$ cat config.mk
export PLATFORM = sky130hd
export DESIGN_NAME = commit_stage
export DESIGN_NICKNAME = d
export VERILOG_FILES = /design/src/rtl/commit_pkg.sv /design/src/rtl/instruction_type_pkg.sv /design/src/rtl/commit_stage_perf_counters.sv /design/src/rtl/commit_stage.sv
export SDC_FILE = /design/constraint.sdc
export NUM_CORES = 1
export LEC_CHECK = 0
export CAP_MARGIN = 15
export CORE_ASPECT_RATIO = 1.25
export CORE_UTILIZATION = 21
export DETAILED_ROUTE_END_ITERATION = 8
export GPL_TIMING_DRIVEN = 1
export PLACE_DENSITY = 0.83
export SETUP_SLACK_MARGIN = 0.1
export SYNTH_ARGS = -nofsm -noshare
export SYNTH_HDL_FRONTEND = slang
export SYNTH_HIERARCHICAL = 1
export SYNTH_SLANG_ARGS = --single-unit
$ cat constraint.sdc
create_clock -name clk -period 2.15 [get_ports clk]
set_clock_uncertainty 0.15 [all_clocks]
set_input_delay 0.215 -clock clk [delete_from_list [all_inputs] [get_ports clk]]
set_output_delay 0.215 -clock clk [all_outputs]
set_load 0.01 [all_outputs]
$ cat src/rtl/commit_pkg.sv
// Shared types and defaults for the commit stage and its helpers.
package commit_pkg;
  typedef enum logic [1:0] {
    RUN        = 2'd0,
    STORE_WAIT = 2'd1,
    DRAIN      = 2'd2
  } commit_state_t;

  localparam logic [31:0] TRAP_VECTOR_DEFAULT = 32'h0000_0100;
endpackage

$ cat src/rtl/instruction_type_pkg.sv
// Instruction class encodings carried in the ROB commit bundle.
package instruction_type;
  typedef enum logic [1:0] {
    ALU    = 2'd0,
    LOAD   = 2'd1,
    STORE  = 2'd2,
    BRANCH = 2'd3
  } instruction_type_t;
endpackage

$ cat src/rtl/commit_stage_perf_counters.sv
// Retirement statistics; wrap-around counters, present only with COMMIT_PERF_COUNTERS_EN.
module commit_perf_counters (
  input  logic        clk,
  input  logic        rst_n,
  input  logic        commit_i,
  input  logic        mispredict_i,
  input  logic        trap_i,
  output logic [63:0] perf_retired_o,
  output logic [31:0] perf_mispredicts_o,
  output logic [31:0] perf_traps_o
);
  logic [63:0] retired_q;
  logic [31:0] mispredicts_q;
  logic [31:0] traps_q;

  always_ff @(posedge clk or negedge rst_n) begin
    if (!rst_n) begin
      retired_q     <= '0;
      mispredicts_q <= '0;
      traps_q       <= '0;
    end else begin
      if (commit_i)     retired_q     <= retired_q + 64'd1;
      if (mispredict_i) mispredicts_q <= mispredicts_q + 32'd1;
      if (trap_i)       traps_q       <= traps_q + 32'd1;
    end
  end

  assign perf_retired_o     = retired_q;
  assign perf_mispredicts_o = mispredicts_q;
  assign perf_traps_o       = traps_q;
endmodule

$ cat src/rtl/commit_stage.sv
// ROB-head retirement: regfile write, store retire handshake, redirect/flush and drain.
// Optional perf counters are built when COMMIT_PERF_COUNTERS_EN is defined.
//   state      | meaning
//   RUN        | evaluate the ROB head each cycle
//   STORE_WAIT | store presented to the store queue, waiting for acceptance
//   DRAIN      | post-redirect dispatch stall, FLUSH_CYCLES long
module commit_stage
  import commit_pkg::*;
  import instruction_type::*;
#(
  parameter int              XLEN         = 32,
  parameter int              TAG_WIDTH    = 4,
  parameter int              FLUSH_CYCLES = 2,
  parameter logic [XLEN-1:0] TRAP_VECTOR  = TRAP_VECTOR_DEFAULT
) (
  input  logic                 clk,
  input  logic                 reset,
  input  logic [TAG_WIDTH:0]   rob_head,
  input  logic                 rob_commit_valid,
  input  logic [1:0]           rob_commit_instruction_type,
  input  logic                 rob_commit_address_valid,
  input  logic [4:0]           rob_commit_destination,
  input  logic [XLEN-1:0]      rob_commit_value,
  input  logic                 rob_commit_data_ready,
  input  logic                 rob_commit_branch_mispredict,
  input  logic                 rob_commit_exception,
  input  logic [XLEN-1:0]      rob_commit_next_instruction,
  output logic                 commit,
  output logic                 rf_write_en,
  output logic [4:0]           rf_write_addr,
  output logic [XLEN-1:0]      rf_write_data,
  output logic                 stq_commit_valid,
  output logic [TAG_WIDTH:0]   stq_commit_rob_tag,
  input  logic                 stq_commit_ready,
  output logic                 redirect_valid,
  output logic [XLEN-1:0]      redirect_pc,
  output logic                 pipeline_flush,
  output logic                 trap_valid,
  output logic [TAG_WIDTH:0]   trap_rob_tag,
  output logic                 dispatch_stall
`ifdef COMMIT_PERF_COUNTERS_EN
  ,
  output logic [63:0]          perf_retired,
  output logic [31:0]          perf_mispredicts,
  output logic [31:0]          perf_traps
`endif
);
  localparam int CNT_W = $clog2(FLUSH_CYCLES + 1);

  commit_state_t    state_q, state_d;
  logic [CNT_W-1:0] cnt_q, cnt_d;
  logic             is_store, head_ready, head_trap;

  assign is_store   = (rob_commit_instruction_type == STORE);
  assign head_ready = rob_commit_valid && rob_commit_data_ready &&
                      (!is_store || rob_commit_address_valid);
  assign head_trap  = rob_commit_valid && rob_commit_exception;

  always_ff @(posedge clk or negedge reset) begin
    if (!reset) begin
      state_q <= RUN;
      cnt_q   <= '0;
    end else begin
      state_q <= state_d;
      cnt_q   <= cnt_d;
    end
  end

  always_comb begin
    state_d = state_q;
    cnt_d   = cnt_q;
    unique case (state_q)
      RUN: begin
        if (head_trap) begin
          state_d = DRAIN;
          cnt_d   = CNT_W'(FLUSH_CYCLES);
        end else if (head_ready && is_store && !stq_commit_ready) begin
          state_d = STORE_WAIT;
        end else if (head_ready && !is_store && rob_commit_branch_mispredict) begin
          state_d = DRAIN;
          cnt_d   = CNT_W'(FLUSH_CYCLES);
        end
      end
      STORE_WAIT: if (stq_commit_ready) state_d = RUN;
      DRAIN: begin
        cnt_d = cnt_q - CNT_W'(1);
        if (cnt_q <= CNT_W'(1)) state_d = RUN;
      end
      default: state_d = RUN;
    endcase
  end

  // Outputs are forced low while reset is held so a stale handshake never leaks out.
  always_comb begin
    commit             = 1'b0;
    rf_write_en        = 1'b0;
    rf_write_addr      = '0;
    rf_write_data      = '0;
    stq_commit_valid   = 1'b0;
    stq_commit_rob_tag = '0;
    redirect_valid     = 1'b0;
    redirect_pc        = '0;
    pipeline_flush     = 1'b0;
    trap_valid         = 1'b0;
    trap_rob_tag       = '0;
    dispatch_stall     = 1'b0;
    if (reset) begin
      unique case (state_q)
        RUN: begin
          if (head_trap) begin
            trap_valid     = 1'b1;
            trap_rob_tag   = rob_head;
            redirect_valid = 1'b1;
            redirect_pc    = TRAP_VECTOR;
            pipeline_flush = 1'b1;
          end else if (head_ready && is_store) begin
            stq_commit_valid   = 1'b1;
            stq_commit_rob_tag = rob_head;
            commit             = stq_commit_ready;
          end else if (head_ready) begin
            commit = 1'b1;
            if (rob_commit_destination != 5'd0) begin
              rf_write_en   = 1'b1;
              rf_write_addr = rob_commit_destination;
              rf_write_data = rob_commit_value;
            end
            if (rob_commit_branch_mispredict) begin
              redirect_valid = 1'b1;
              redirect_pc    = rob_commit_next_instruction;
              pipeline_flush = 1'b1;
            end
          end
        end
        // Head cannot advance until this store retires, so rob_head is stable here.
        STORE_WAIT: begin
          stq_commit_valid   = 1'b1;
          stq_commit_rob_tag = rob_head;
          commit             = stq_commit_ready;
        end
        DRAIN:   dispatch_stall = 1'b1;
        default: ;
      endcase
    end
  end

`ifdef COMMIT_PERF_COUNTERS_EN
  commit_perf_counters u_perf (
    .clk                (clk),
    .rst_n              (reset),
    .commit_i           (commit),
    .mispredict_i       (redirect_valid && !trap_valid),
    .trap_i             (trap_valid),
    .perf_retired_o     (perf_retired),
    .perf_mispredicts_o (perf_mispredicts),
    .perf_traps_o       (perf_traps)
  );
`endif
endmodule
==> summary.md <==
| Metric | Value |
|---|---|
| Lkg Pwr | 1.72 nW |
| Final worst path period need | 2.42 ns |
| Final Net Count | 435 |
| # fillers | 271 |
| Worst path most repeated cell | buf_6 |
| DRC viols | 0 |
| Synth Flop Type | dfrtp_1 |
| Longest Clk Path Bufs | 2 |
| Setup TNS | -9.91 ns |
| # setup viols final | 73 |
| Post-Syn Nets | 215 |
| CP top delay family | simple AND/OR/NAND/NOR gates |
| Fin area | 3440 um^2 |
| Synth top cells by count | and2_1 (31), and3_1 (30), and2_2 (12) |
| Top cell type's share of synthesized area | 20.9% |
| Count of different cell masters after synthesis | 30 |
| Remaining antenna violation count | 0 |
| PortBufs | 169 |
| Synth Register Bits | 4 |
| Total vias in the final route | 1956 |
| Die Ht | 76.3 um |
| Asr flop ratio synth | 100% |
| Critical Path AT | 2.06 ns |
| Max FO, Critical Path | 6 |
| Met2 GRT Util | 54.5% |
| Root buf cell | clkbuf_8 |
| Placement Cell Area | 2760 um^2 |
| Vias in the first global route | 2049 |
| Power consumption | 0.886 mW |
| PwrDens | 257 nW/um^2 |
| Synth warn | 6 |
| IO Pins | 170 |
| Number of antenna violations at the first check in global routing | 0 |
| Cells along the critical path | or3b_4, nor4_4, buf_6, buf_8, buf_6, buf_16, buf_6, and3_4, buf_6 |
| Synth top area cells | and2_1 (21%), and3_1 (20%), dfrtp_1 (11%) |
| Clk sink count | 4 |
| Setup WS pre-CTS | -0.691 ns |
| Number of synthesized flops with an enable pin | 0 |
| Share of post-route cells with drive strength above 1 | 60.6% |
| Largest stage delay, worst path | 0.42 ns |
| ANT cells | 0 |
| Clk pin slew, worst setup/hold paths | 0.03 ns |
| First-pass GRT wire length | 10.1 mm |
| Met1 Track Usage GR | 29.1% |
| Die X-Extent | 61.4 um |
| Post-synthesis sequential area ratio | 10.8% |
| H-Tree Depth | 1 |
| Overflow after GRT | 0 |
| Synth area leader | and2_1 |
| 1st-pass router iterations | 4 |
| Starting Density | 22.3% |
| Mapped Avg Cell Area | 7.13 um^2 |
| Placed Cells | 363 |
| Max Freq | 0.413 GHz |
| Worst path bufs/invs | 6 |
| Critical path required time | 1.78 ns |
| Hold Violations, Final | 0 |
| CORE AREA | 4160 um^2 |
| Vias per inst | 4.84 |
| CTS tree | done |
| Final non-filler cell total | 404 |
| Overall Global Routing Usage | 28.9% |
| Violated checks | setup timing |
| 1st-iter DRT viols | 57 |
| CP max-delay cell | or3b_4 |
| Crit. End Element | output pin |
| Min-delay worst type | primary input to flop |
| Crit path launch type | flop |
| Largest net degree at the start of global routing | 27 |
| Slew Viols, Final | 0 |
| Worst-skew pair later-pin latency | 0.22 ns |
| Area of the die | 4690 um^2 |
| Routed WL | 7.50 mm |
| RSZ-0062 raised after global routing | true |
| Routability congestion estimate | 0.843 |
| Synth-to-Final Area Change | 272% |
| DPL Wire Length | 4.45 mm |
| Routed WL per cell | 18.6 um |
| Rel. slew slack | 78.3% |
| Global Route met3 Usage | 7.98% |
| GRT busiest layer | met2 |
| Mapped Area | 927 um^2 |
| Fin worst setup slack | -0.274 ns |
| Mapped Cells | 130 |
| Row Count | 26 |
| Num CTS Buffers | 3 |
| Max Cap Viol | 0 |
| Status | finished with violations |
| Actual slew at the worst max-slew pin | 0.325 ns |
| Count leader, synth | and2_1 |
| IR drop worst, VDD | 0.184 mV |
| Final period utilization | 113% |
| CP Class | flop to output pin |
-- layer usage --
layer	wire length (um)	up-vias
met1	2590	923
li1	-	895
met4	234	0
met3	606	23
met2	4080	115
met5	0	-
-- layout make-up --
| cell class | count | area (um^2) | area share [%] |
|---|---|---|---|
| Timing Repair Buffer | 222 | 2220 | 64.4 |
| Multi-Input combinational cell | 117 | 1010 | 29.2 |
| Inverter | 2 | 7.51 | 0.218 |
| Tap cell | 56 | 70.1 | 2.03 |
| Sequential cell | 4 | 100 | 2.91 |
| Clock buffer | 3 | 41.3 | 1.20 |
-- cell usage in the layout, fill, tap and decap left out, types with 2 or more instances in the layout --
master | Yosys | final
dlygate4sd2_1 | 0 | 7
and3_2 | 7 | 2
buf_12 | 0 | 2
buf_2 | 0 | 18
a21oi_1 | 3 | 3
dfrtp_1 | 4 | 4
dlymetal6s2s_1 | 0 | 3
nand2_1 | 4 | 4
nand2b_1 | 2 | 2
nor2_1 | 6 | 4
and3_1 | 30 | 11
o21a_4 | 1 | 4
and2_1 | 31 | 9
and2b_2 | 2 | 2
buf_16 | 0 | 2
clkdlybuf4s50_1 | 0 | 76
buf_6 | 3 | 85
and3_4 | 0 | 24
buf_4 | 1 | 23
and2_4 | 0 | 34
clkbuf_2 | 0 | 4
clkbuf_8 | 0 | 3
-- final timing paths --
check                                 end        startpoint  slack (ns)  cells after the start
max reg2reg                    state_q[0]        state_q[0]        0.78                      6
min reg2reg                    state_q[0]        state_q[1]        0.43                      2
min in group asynchronous        cnt_q[0]             reset        0.48                      3
max                        redirect_pc[9]        state_q[0]       -0.27                      9
max in group asynchronous        cnt_q[1]             reset        1.19                      3
min                            state_q[1]  rob_commit_valid        0.33                      4
-- cell families (layout without fill, tap and decap cells) --
| family | Yosys count | count (layout) | synth area share [%] |
|---|---|---|---|
| compound gates | 11 | 14 | 8.50 |
| fa+ha+maj | 1 | 1 | 1.35 |
| buf+inv | 12 | 227 | 7.69 |
| flops | 4 | 4 | 10.8 |
| simple gates | 102 | 102 | 71.7 |
-- metrics by stage --
stage | hold WS, ns | utilization, %
global route | 0.338 | 82.7
finish | 0.326 | 82.7
detailed placement | 0.367 | 66.3
floorplan | -0.231 | -
global placement | 0.375 | 66.3
CTS | 0.426 | 76.4
-- state kept, by name, summed over array words and instances, names as in the netlist --
signal	cells
state_q	2
cnt_q	2
-- repair_timing --
action / 4_1_cts / 5_1_grt
setup buffers: 31 / 2
endpoints found under the setup margin: 85 / 86
endpoints found under the hold margin: 4 / 0
pin swaps: 34 / 18
cloned: 6 / 0
resized for setup: 428 / 77
hold buffers: 1 / 0
-- worst min-delay path: stages --
cell            delay, ns
dlymetal6s2s_1       0.14
buf_6                0.13
nand3b_1             0.08
o32ai_1              0.07
-- power breakdown --
| group | internal, mW | switching (mW) |
|---|---|---|
| Combinational | 0.378 | 0.224 |
| Clock | 0.119 | 0.0396 |
| Sequential | 0.104 | 0.0211 |
(Power assumes the default switching activity.)
